## config.mk

```make
export PLATFORM = sky130hd
export DESIGN_NAME = string_accel_avalon
export DESIGN_NICKNAME = d
export VERILOG_FILES = /design/src/rtl/string_accel_avalon.sv
export SDC_FILE = /design/constraint.sdc
export NUM_CORES = 1
export LEC_CHECK = 0
export ABC_AREA = 1
export BUFFER_PORTS_ARGS = -buffer_cell sky130_fd_sc_hd__buf_4
export CORE_MARGIN = 8
export CORE_UTILIZATION = 35
export CTS_CLUSTER_SIZE = 40
export DETAILED_ROUTE_END_ITERATION = 10
export SLEW_MARGIN = 40
export SYNTH_ARGS = -nofsm -noshare
export SYNTH_HDL_FRONTEND = slang
export SYNTH_SLANG_ARGS = --single-unit
```

## constraint.sdc

```tcl
create_clock -name clk -period 13.93 [get_ports clk]
set_input_delay 0.6965 -clock clk [delete_from_list [all_inputs] [get_ports clk]]
set_output_delay 0.6965 -clock clk [all_outputs]
set_load 0.03 [all_outputs]
```

## src/rtl/string_accel_avalon.sv

```systemverilog
// Avalon-MM string accelerator: two writable string buffers (A, B), a read-only result
// buffer (R) and an engine that walks one character per clock in one of five modes.
module string_accel_avalon #(
  parameter  int MAX_WORDS = 4,
  localparam int ADDR_W    = $clog2(4 + 3 * MAX_WORDS)
) (
  input  logic              clk,
  input  logic              reset,
  input  logic              chipselect,
  input  logic [ADDR_W-1:0] address,
  input  logic              write,
  input  logic [31:0]       writedata,
  input  logic              read,
  output logic [31:0]       readdata,
  output logic              irq
);

  localparam int CAP    = 4 * MAX_WORDS;
  localparam int IDX_W  = $clog2(CAP + 1);
  localparam int A_BASE = 4;
  localparam int B_BASE = A_BASE + MAX_WORDS;
  localparam int R_BASE = B_BASE + MAX_WORDS;

  localparam logic [0:0] S_IDLE = 1'b0;
  localparam logic [0:0] S_RUN  = 1'b1;

  localparam logic [2:0] M_CMP   = 3'd0;
  localparam logic [2:0] M_UPPER = 3'd1;
  localparam logic [2:0] M_LOWER = 3'd2;
  localparam logic [2:0] M_LEN   = 3'd3;
  localparam logic [2:0] M_FIND  = 3'd4;

  logic [0:0]       state_q, state_d;
  logic [IDX_W-1:0] idx_q, idx_d;
  logic [2:0]       mode_q, mode_d;
  logic             irq_en_q, irq_en_d;
  logic [7:0]       len_q, len_d;
  logic             done_q, done_d;
  logic             error_q, error_d;
  logic             err_pend_q, err_pend_d;
  logic [31:0]      result_q, result_d;
  logic [31:0]      a_q [MAX_WORDS];
  logic [31:0]      a_d [MAX_WORDS];
  logic [31:0]      b_q [MAX_WORDS];
  logic [31:0]      b_d [MAX_WORDS];
  logic [31:0]      r_q [MAX_WORDS];
  logic [31:0]      r_d [MAX_WORDS];

  logic             busy;
  logic             wr;
  logic             rd;
  int               addr;
  logic [IDX_W-1:0] limit;
  logic [7:0]       cur_a;
  logic [7:0]       cur_b;
  logic [7:0]       key;
  logic [7:0]       conv;
  logic             term;
  logic [31:0]      term_res;

  assign busy = (state_q == S_RUN);
  assign wr   = chipselect & write;
  assign rd   = chipselect & read;
  assign addr = int'(address);
  assign key  = b_q[0][31:24];
  assign irq  = done_q & irq_en_q;

  // Character 0 of a word sits in the most significant byte.
  function automatic logic [7:0] char_of(input logic [31:0] word, input logic [1:0] pos);
    return word[8 * (3 - int'(pos)) +: 8];
  endfunction

  always_comb begin
    if (len_q == 8'd0 || int'(len_q) >= CAP) limit = IDX_W'(CAP);
    else                                     limit = IDX_W'(len_q);
  end

  always_comb begin
    cur_a = '0;
    cur_b = '0;
    for (int w = 0; w < MAX_WORDS; w++) begin
      if (int'(idx_q[IDX_W-1:2]) == w) begin
        cur_a = char_of(a_q[w], idx_q[1:0]);
        cur_b = char_of(b_q[w], idx_q[1:0]);
      end
    end
  end

  always_comb begin
    conv = cur_a;
    if (mode_q == M_UPPER && cur_a >= 8'h61 && cur_a <= 8'h7a)      conv = cur_a - 8'd32;
    else if (mode_q == M_LOWER && cur_a >= 8'h41 && cur_a <= 8'h5a) conv = cur_a + 8'd32;
  end

  // NOTE: next state is built here with blocking '=' so later assignments override earlier
  // ones; the register block below only copies _d into _q with non-blocking '<='.
  always_comb begin
    state_d    = state_q;
    idx_d      = idx_q;
    mode_d     = mode_q;
    irq_en_d   = irq_en_q;
    len_d      = len_q;
    done_d     = done_q;
    error_d    = error_q;
    err_pend_d = err_pend_q;
    result_d   = result_q;
    a_d        = a_q;
    b_d        = b_q;
    r_d        = r_q;
    term       = 1'b0;
    term_res   = '0;

    if (wr) begin
      if (addr == 0) begin
        if (!busy) begin
          mode_d   = writedata[3:1];
          irq_en_d = writedata[4];
          len_d    = writedata[15:8];
          if (writedata[0]) begin
            done_d   = 1'b0;
            error_d  = 1'b0;
            result_d = '0;
            if (writedata[3:1] <= M_FIND) begin
              state_d    = S_RUN;
              idx_d      = '0;
              err_pend_d = 1'b0;
              for (int w = 0; w < MAX_WORDS; w++) r_d[w] = '0;
            end else begin
              err_pend_d = 1'b1;
            end
          end
        end
      end else if (addr == 1) begin
        done_d  = 1'b0;
        error_d = 1'b0;
      end else if (!busy) begin
        for (int w = 0; w < MAX_WORDS; w++) begin
          if (addr == A_BASE + w) a_d[w] = writedata;
          if (addr == B_BASE + w) b_d[w] = writedata;
        end
      end
    end

    // Engine updates come after bus writes so a terminate beats a same-edge STATUS clear.
    if (state_q == S_RUN) begin
      if (idx_q == limit) begin
        term = 1'b1;
        if (mode_q == M_CMP)       term_res = 32'd1;
        else if (mode_q == M_FIND) term_res = 32'hFFFF_FFFF;
        else                       term_res = 32'(idx_q);
      end else begin
        case (mode_q)
          M_CMP: begin
            if (cur_a == 8'd0) begin
              term     = 1'b1;
              term_res = 32'd1;
            end else if (cur_a != cur_b) begin
              term = 1'b1;
            end
          end
          M_UPPER, M_LOWER: begin
            if (cur_a == 8'd0) begin
              term     = 1'b1;
              term_res = 32'(idx_q);
            end else begin
              for (int w = 0; w < MAX_WORDS; w++) begin
                if (int'(idx_q[IDX_W-1:2]) == w) r_d[w][8 * (3 - int'(idx_q[1:0])) +: 8] = conv;
              end
            end
          end
          M_LEN: begin
            if (cur_a == 8'd0) begin
              term     = 1'b1;
              term_res = 32'(idx_q);
            end
          end
          M_FIND: begin
            if (cur_a == key) begin
              term     = 1'b1;
              term_res = 32'(idx_q);
            end else if (cur_a == 8'd0) begin
              term     = 1'b1;
              term_res = 32'hFFFF_FFFF;
            end
          end
          default: term = 1'b1;
        endcase
      end

      if (term) begin
        state_d  = S_IDLE;
        done_d   = 1'b1;
        result_d = term_res;
      end else begin
        idx_d = idx_q + IDX_W'(1);
      end
    end else if (err_pend_q && state_d == S_IDLE) begin
      done_d     = 1'b1;
      error_d    = 1'b1;
      result_d   = '0;
      err_pend_d = 1'b0;
    end
  end

  // NOTE: the buffers are flip-flops, not RAM, so the asynchronous reset clears them too.
  always_ff @(posedge clk or posedge reset) begin
    if (reset) begin
      state_q    <= S_IDLE;
      idx_q      <= '0;
      mode_q     <= '0;
      irq_en_q   <= 1'b0;
      len_q      <= '0;
      done_q     <= 1'b0;
      error_q    <= 1'b0;
      err_pend_q <= 1'b0;
      result_q   <= '0;
      a_q        <= '{default: '0};
      b_q        <= '{default: '0};
      r_q        <= '{default: '0};
    end else begin
      state_q    <= state_d;
      idx_q      <= idx_d;
      mode_q     <= mode_d;
      irq_en_q   <= irq_en_d;
      len_q      <= len_d;
      done_q     <= done_d;
      error_q    <= error_d;
      err_pend_q <= err_pend_d;
      result_q   <= result_d;
      a_q        <= a_d;
      b_q        <= b_d;
      r_q        <= r_d;
    end
  end

  always_comb begin
    readdata = '0;
    if (rd) begin
      if (addr == 0)      readdata = {16'h0, len_q, 3'b000, irq_en_q, mode_q, 1'b0};
      else if (addr == 1) readdata = {29'h0, error_q, busy, done_q};
      else if (addr == 2) readdata = result_q;
      for (int w = 0; w < MAX_WORDS; w++) begin
        if (addr == A_BASE + w) readdata = a_q[w];
        if (addr == B_BASE + w) readdata = b_q[w];
        if (addr == R_BASE + w) readdata = r_q[w];
      end
    end
  end

endmodule

```

; ---- After elaboration in Yosys (flattened, before gate mapping)
; Cells that the tools add are included.
[word_totals]
regBits = 437
romBits = 0
memories = 0
out_inout_bits = 33
mem_bits_rw = 0
latch_bits = 0
[op_classes]
shifts = 10
n_eq_ne = 24
div = 0
n_addsub = 5
n_reduce_logical = 22
muxes = 102
order_cmp = 6
n_bitwise = 7
multipliers = 0
[op_table]
columns = op, count
row1 = 128-bit two-way mux, 9
row2 = 32-bit two-way mux, 32
row3 = 32-bit by 6-bit variable part select with 8-bit output, 8
row4 = 32-bit bitwise mux, 4
row5 = 32-bit case mux with 3 select lines, 1
row6 = 8-bit two-way mux, 10
row7 = 5-bit two-way mux, 9
row8 = 5-bit AND reduction, 8
row9 = 1-bit two-way mux, 36
row10 = 6-bit negator with 33-bit output, 1
row11 = 8-bit by 33-bit variable shift with 32-bit output (first input constant), 1
row12 = 8-bit by 33-bit variable part select with 32-bit output, 1
row13 = 4-bit equality test (second input constant), 8
row14 = 32-bit logical NOT, 1
row15 = 8-bit by 7-bit greater-or-equal comparator with 1-bit output (second input constant), 2
row16 = 8-bit by 7-bit less-or-equal comparator with 1-bit output (second input constant), 2
row17 = 8-bit logical NOT, 2
row18 = 4-bit by 3-bit equality test with 1-bit output (second input constant), 3
row19 = 3-bit by 2-bit equality test with 1-bit output (second input constant), 3
row20 = 3-bit equality test (second input constant), 3
row21 = 8-bit by 6-bit adder with 8-bit output (second input constant), 1
row22 = 4-bit by 2-bit equality test with 1-bit output (second input constant), 2
row23 = 8-bit equality test, 1
row24 = 8-bit by 5-bit greater-or-equal comparator with 1-bit output (second input constant), 1
row25 = other kinds (17), 27

; ---- Depth between registers and ports, before layout
[depth]
depth_word = 18
mapped_depth = 23
mapped_depth_nobuf = 22

; ---- Worst setup path after synthesis
; No wires, ideal clock.
[synth_path]
path_kind = input port to output port
startpoint = input port address[0]
endpoint = output port readdata[17]
t_arrival_ns = 2.667
t_required_ns = 13.233
n_path_buf = 1
stages = 11
path_slack_ns = 10.567
path_cell_list = inv_1 > nor2_1 > inv_1 > nor2_1 > clkinv_1 > clkbuf_1 > o2111ai_1 > o21ai_0 > o211ai_1 > o21ai_0 > a31oi_1
[synth_between]
elab_chain_len = 17
elab_cells_between_ends = 31
[synth_rtl]
columns = item, line
row1 = start: declaration, 10  ; input logic [ADDR_W-1:0] address,
row2 = 4-bit by 3-bit equality test with 1-bit output, 241  ; else if (addr == 2) readdata = result_q;
row3 = 32-bit two-way mux, 241
row4 = 32-bit two-way mux, 240  ; else if (addr == 1) readdata = {29'h0, error_q, busy, done_q};
row5 = 32-bit two-way mux, 239  ; if (addr == 0) readdata = {16'h0, len_q, 3'b000, irq_en_q, mode_q, 1'b0};
row6 = 32-bit two-way mux, 243  ; if (addr == A_BASE + w) readdata = a_q[w];
row7 = 32-bit two-way mux, 244  ; if (addr == B_BASE + w) readdata = b_q[w];
row8 = 32-bit two-way mux, 245  ; if (addr == R_BASE + w) readdata = r_q[w];
row9 = 32-bit two-way mux, 243
row10 = 32-bit two-way mux, 244
row11 = 32-bit two-way mux, 245
row12 = 32-bit two-way mux, 243
row13 = 32-bit two-way mux, 244
row14 = 32-bit two-way mux, 245
row15 = 32-bit two-way mux, 243
row16 = 32-bit two-way mux, 244
row17 = 32-bit two-way mux (*), 245
row18 = 32-bit two-way mux (*), 238  ; if (rd) begin
row19 = end: declaration, 14  ; output logic [31:0] readdata,
; Mark *: on every way between the ends. The rest lies on a longest branch, timed or not.

==> impl_metrics.toml <==
[status]
status = "finished, final reports clean"

[setup_path]
cp_slowest_cell = "buf_4"
cp_data_required_time_ns = 14.39
cp_slowest_stage_delay_ns = 0.71
startpoint = "idx_q[0]"
r2r_cells = 17
r2r_start = "idx_q[0]"
crit_path_frequent_cell = "buf_4"
crit_type = "register to register"
cp-end-kind = "register"
reg2reg_to = "r_q[29]"
start_kind = "register"
crit_path_max_fanout = 65
reg2reg_slack_ns = 8.72
cp.arrival_ns = 5.67
cp_cell_sequence = "inv_4 -> buf_4 -> buf_4 -> o21ai_1 -> nand2_1 -> nand2_1 -> nand4_1 -> nor2_2 -> nand3_4 -> nand2_4 -> nor2_4 -> buf_4 -> nand2_2 -> nor2_1 -> inv_1 -> nand3_1 -> o21ai_0"

[cts]
cts.path.max_buffers = 3
cts_resized = 0
cts_tree = "yes"
cts_buffers = 50
cts_root_buf = "clkbuf_16"
post_cts_buffers = 0
cts.sinks = 437
worstSkewPairLatency_ns = 0.60
hold_buffers = 0
clk_pin_slew_ns = 0.06
htree_levels = 2

[power]
internal_power_uw = 2621
power_density_mw_per_mm2 = 155.2
comb_power_share_pct = 25.6
power_frac_clock_pct = 34.6
p_switching_uw = 1499
sw_frac_of_total_pct = 36.39
vdd_drop_max_mv = 0.08940
leakagePower_uw = 0.01238
seqPwrFrac_pct = 39.8

[synthesis]
synthXorXnorAreaFrac_pct = 0.3319
ys_seq_elements = 437
synthSimpleGateAreaFrac_pct = 25.72
synth_top_family_by_area = "simple AND/OR/NAND/NOR gates"
synth.largest_area_cell = "dfrtp_1"
synth.net_count = 3207
ys_types = 53
synth_fa_ha_area_share_pct = 0.3688
synth_top_area_share_pct = 46.04
synthCells = 3159
ys_warn_count = 0
yosysSeqAreaShare_pct = 46.04
synthMuxAreaShare_pct = 0
ys.flop_type = "dfrtp_1"
yosys-top-cells-area = "dfrtp_1 (46%), nand2_1 (15%), o21ai_0 (9.5%)"
synthesis.area_mm2 = 0.02375
synth_area_per_cell_um2 = 7.519
async_reset_ff_share_pct = 100.0
synth_enable_flop_cells = 0
synth_compound_area_share_pct = 18.91

[routing]
vias = 22990
wl_mm = 100.8
wl_per_cell_um = 24.95
drcViolationCount = 0
ant_nets = 0
drtIter0Drc = 3073
dr.pass1.iters = 8
post_drt_via_cell_ratio = 5.692

[worst_hold_path]
hp-class = "input port to async pin"

[cells_and_area]
fin_cells = 4039
antenna_cells = 0
multi_input_area_mm2 = 0.01085
layout.nets = 3173
drive_gt1_share_pct = 9.413
area_delta_synth_final_pct = 11.78
seqCellArea_mm2 = 0.01094
n_fill_cell = 6962

[sta]
setup_viol = 0
slew_headroom_pct = 40.69
period_share_pct = 37.42
max_freq_ghz = 0.1918
fin_tns_setup_ns = 0
min_period_ns = 5.213
drv_slew = 0
finalHoldViolCount = 0
tightestPinTransition_ns = 0.8897
rsz0062_at_grt = "no"
whs_ns = 0.1924
fin_ws_ns = 8.717
skew_ns = 0.02767

[place]
pre_cts_slack_ns = 8.970
gp_congestion = 1.011
dp_cells = 3946
port_buffers = 73
hpwl_mm = 71.06

[grt]
globalRouteTotalUtil_pct = 25.40
grt.overflow.total = 0
first_global_vias = 21730
grt_antenna_before_repair = 1
grt_max_degree = 99
grt_pass1_wl_mm = 147.6

[floorplan]
row_count = 95
initial_core_util_pct = 35.37
core_mm2 = 0.06716
boundaryPins = 74
die_w_um = 276.5
die-area_mm2 = 0.07645
die_h_um = 276.5

[flow_run]
maxCapViolations = 0
worst max path at each step:
stage	to	slack [ns]	cells after the start
after floorplan	a_q[0]	1.06	1
after global placement	r_q[31]	9.03	17
after detailed placement	readdata[29]	8.97	14
after CTS	readdata[29]	8.95	14
after global routing	r_q[21]	8.53	17
final	r_q[29]	8.72	17
synthesized netlist by cell type (4+ instances only):
cell type,count
nand2_1,919
a22oi_1,8
clkbuf_1,111
inv_2,15
a31oi_1,15
o32ai_1,5
nand3_1,239
nor2_4,12
dfrtp_1,437
nor2_1,166
o21ai_0,450
buf_2,34
buf_1,10
o22ai_1,44
nor2_2,5
buf_6,19
nand2_2,8
ha_1,7
o2111ai_1,19
nand3_2,11
nor3_1,5
o21a_1,4
o21ai_1,65
o211ai_1,45
nand4_1,48
a21oi_1,129
inv_1,250
o21ai_2,7
nand2_4,4
buf_4,20
xor2_1,8
a221oi_1,7
a21oi_2,4
metrics by stage:
stage	util (%)	power (µW)	area, µm²
floorplan	-	2296	23750
detailed placement	36.90	2678	24780
finish	39.53	4121	26550
CTS	39.53	4101	26550
global route	39.53	4290	26550
global placement	36.80	2668	24710
metal layers:
layer / vias up / wire length, µm / track usage (%) / part of all wire, %
li1: 10430 / - / - / -
met4: 2 / 6552 / 14.31 / 6.5
met5: - / 13 / 0 / 0.013
met3: 265 / 8410 / 4.203 / 8.3
met1: 11020 / 40690 / 33.24 / 40
met2: 1273 / 45110 / 39.71 / 45
cell type report:
cell class / instances / share of cell area, %
Clock buffer: 67 / 5.335
Clock inverter: 26 / 1.305
Inverter: 270 / 3.902
Multi-Input combinational cell: 2256 / 40.85
Sequential cell: 437 / 41.21
Tap cell: 873 / 4.114
Timing Repair Buffer: 110 / 3.289
cells by family after synthesis:
group                    after synthesis
AND/OR/NAND/NOR                     1427
AO/OA/AOI/OAI                        813
buffers and inverters                466
flip-flops                           437
XOR/XNOR                               9
adder cells (fa/ha/maj)                7
power by group through the flow:
stage / clock (µW) / combinational, µW / sequential [µW]
floorplan: 0 / 709 / 1590
global placement: 0 / 1020 / 1650
detailed placement: 0 / 1030 / 1650
CTS: 1440 / 1030 / 1630
global route: 1490 / 1140 / 1660
finish: 1430 / 1060 / 1640
registers in the layout (all words and copies together) (netlist names):
name and count:
a_q 128, b_q 128, r_q 128, result_q 32
len_q 8, idx_q 5, mode_q 3, busy 1
done_q 1, err_pend_q 1, error_q 1, irq_en_q 1
critical path: cells and delay by family (launching register included):
| family | cells | cell delay (ns) |
|---|---|---|
| AO/OA/AOI/OAI | 2 | 0.35 |
| buffers and inverters | 5 | 2.39 |
| flip-flops | 1 | 0.49 |
| AND/OR/NAND/NOR | 10 | 1.71 |
cell usage in the layout (no fill, tap or decap), types with 11 or more instances in the layout:
cell,Yosys,routed
inv_2,15,16
nand4_1,48,48
nor2_2,5,12
clkinv_2,0,12
o2111ai_1,19,19
nand2_1,919,910
inv_1,250,246
a31oi_1,15,15
nor2_1,166,158
o21ai_1,65,65
o21ai_0,450,450
dfrtp_1,437,435
nor2_4,12,13
a21oi_1,129,129
buf_4,20,104
nand2_2,8,13
nand3_1,239,239
o211ai_1,45,45
nand3_2,11,11
o22ai_1,44,44
clkbuf_16,0,51
No activity file was read; power rests on OpenSTA's default activity.
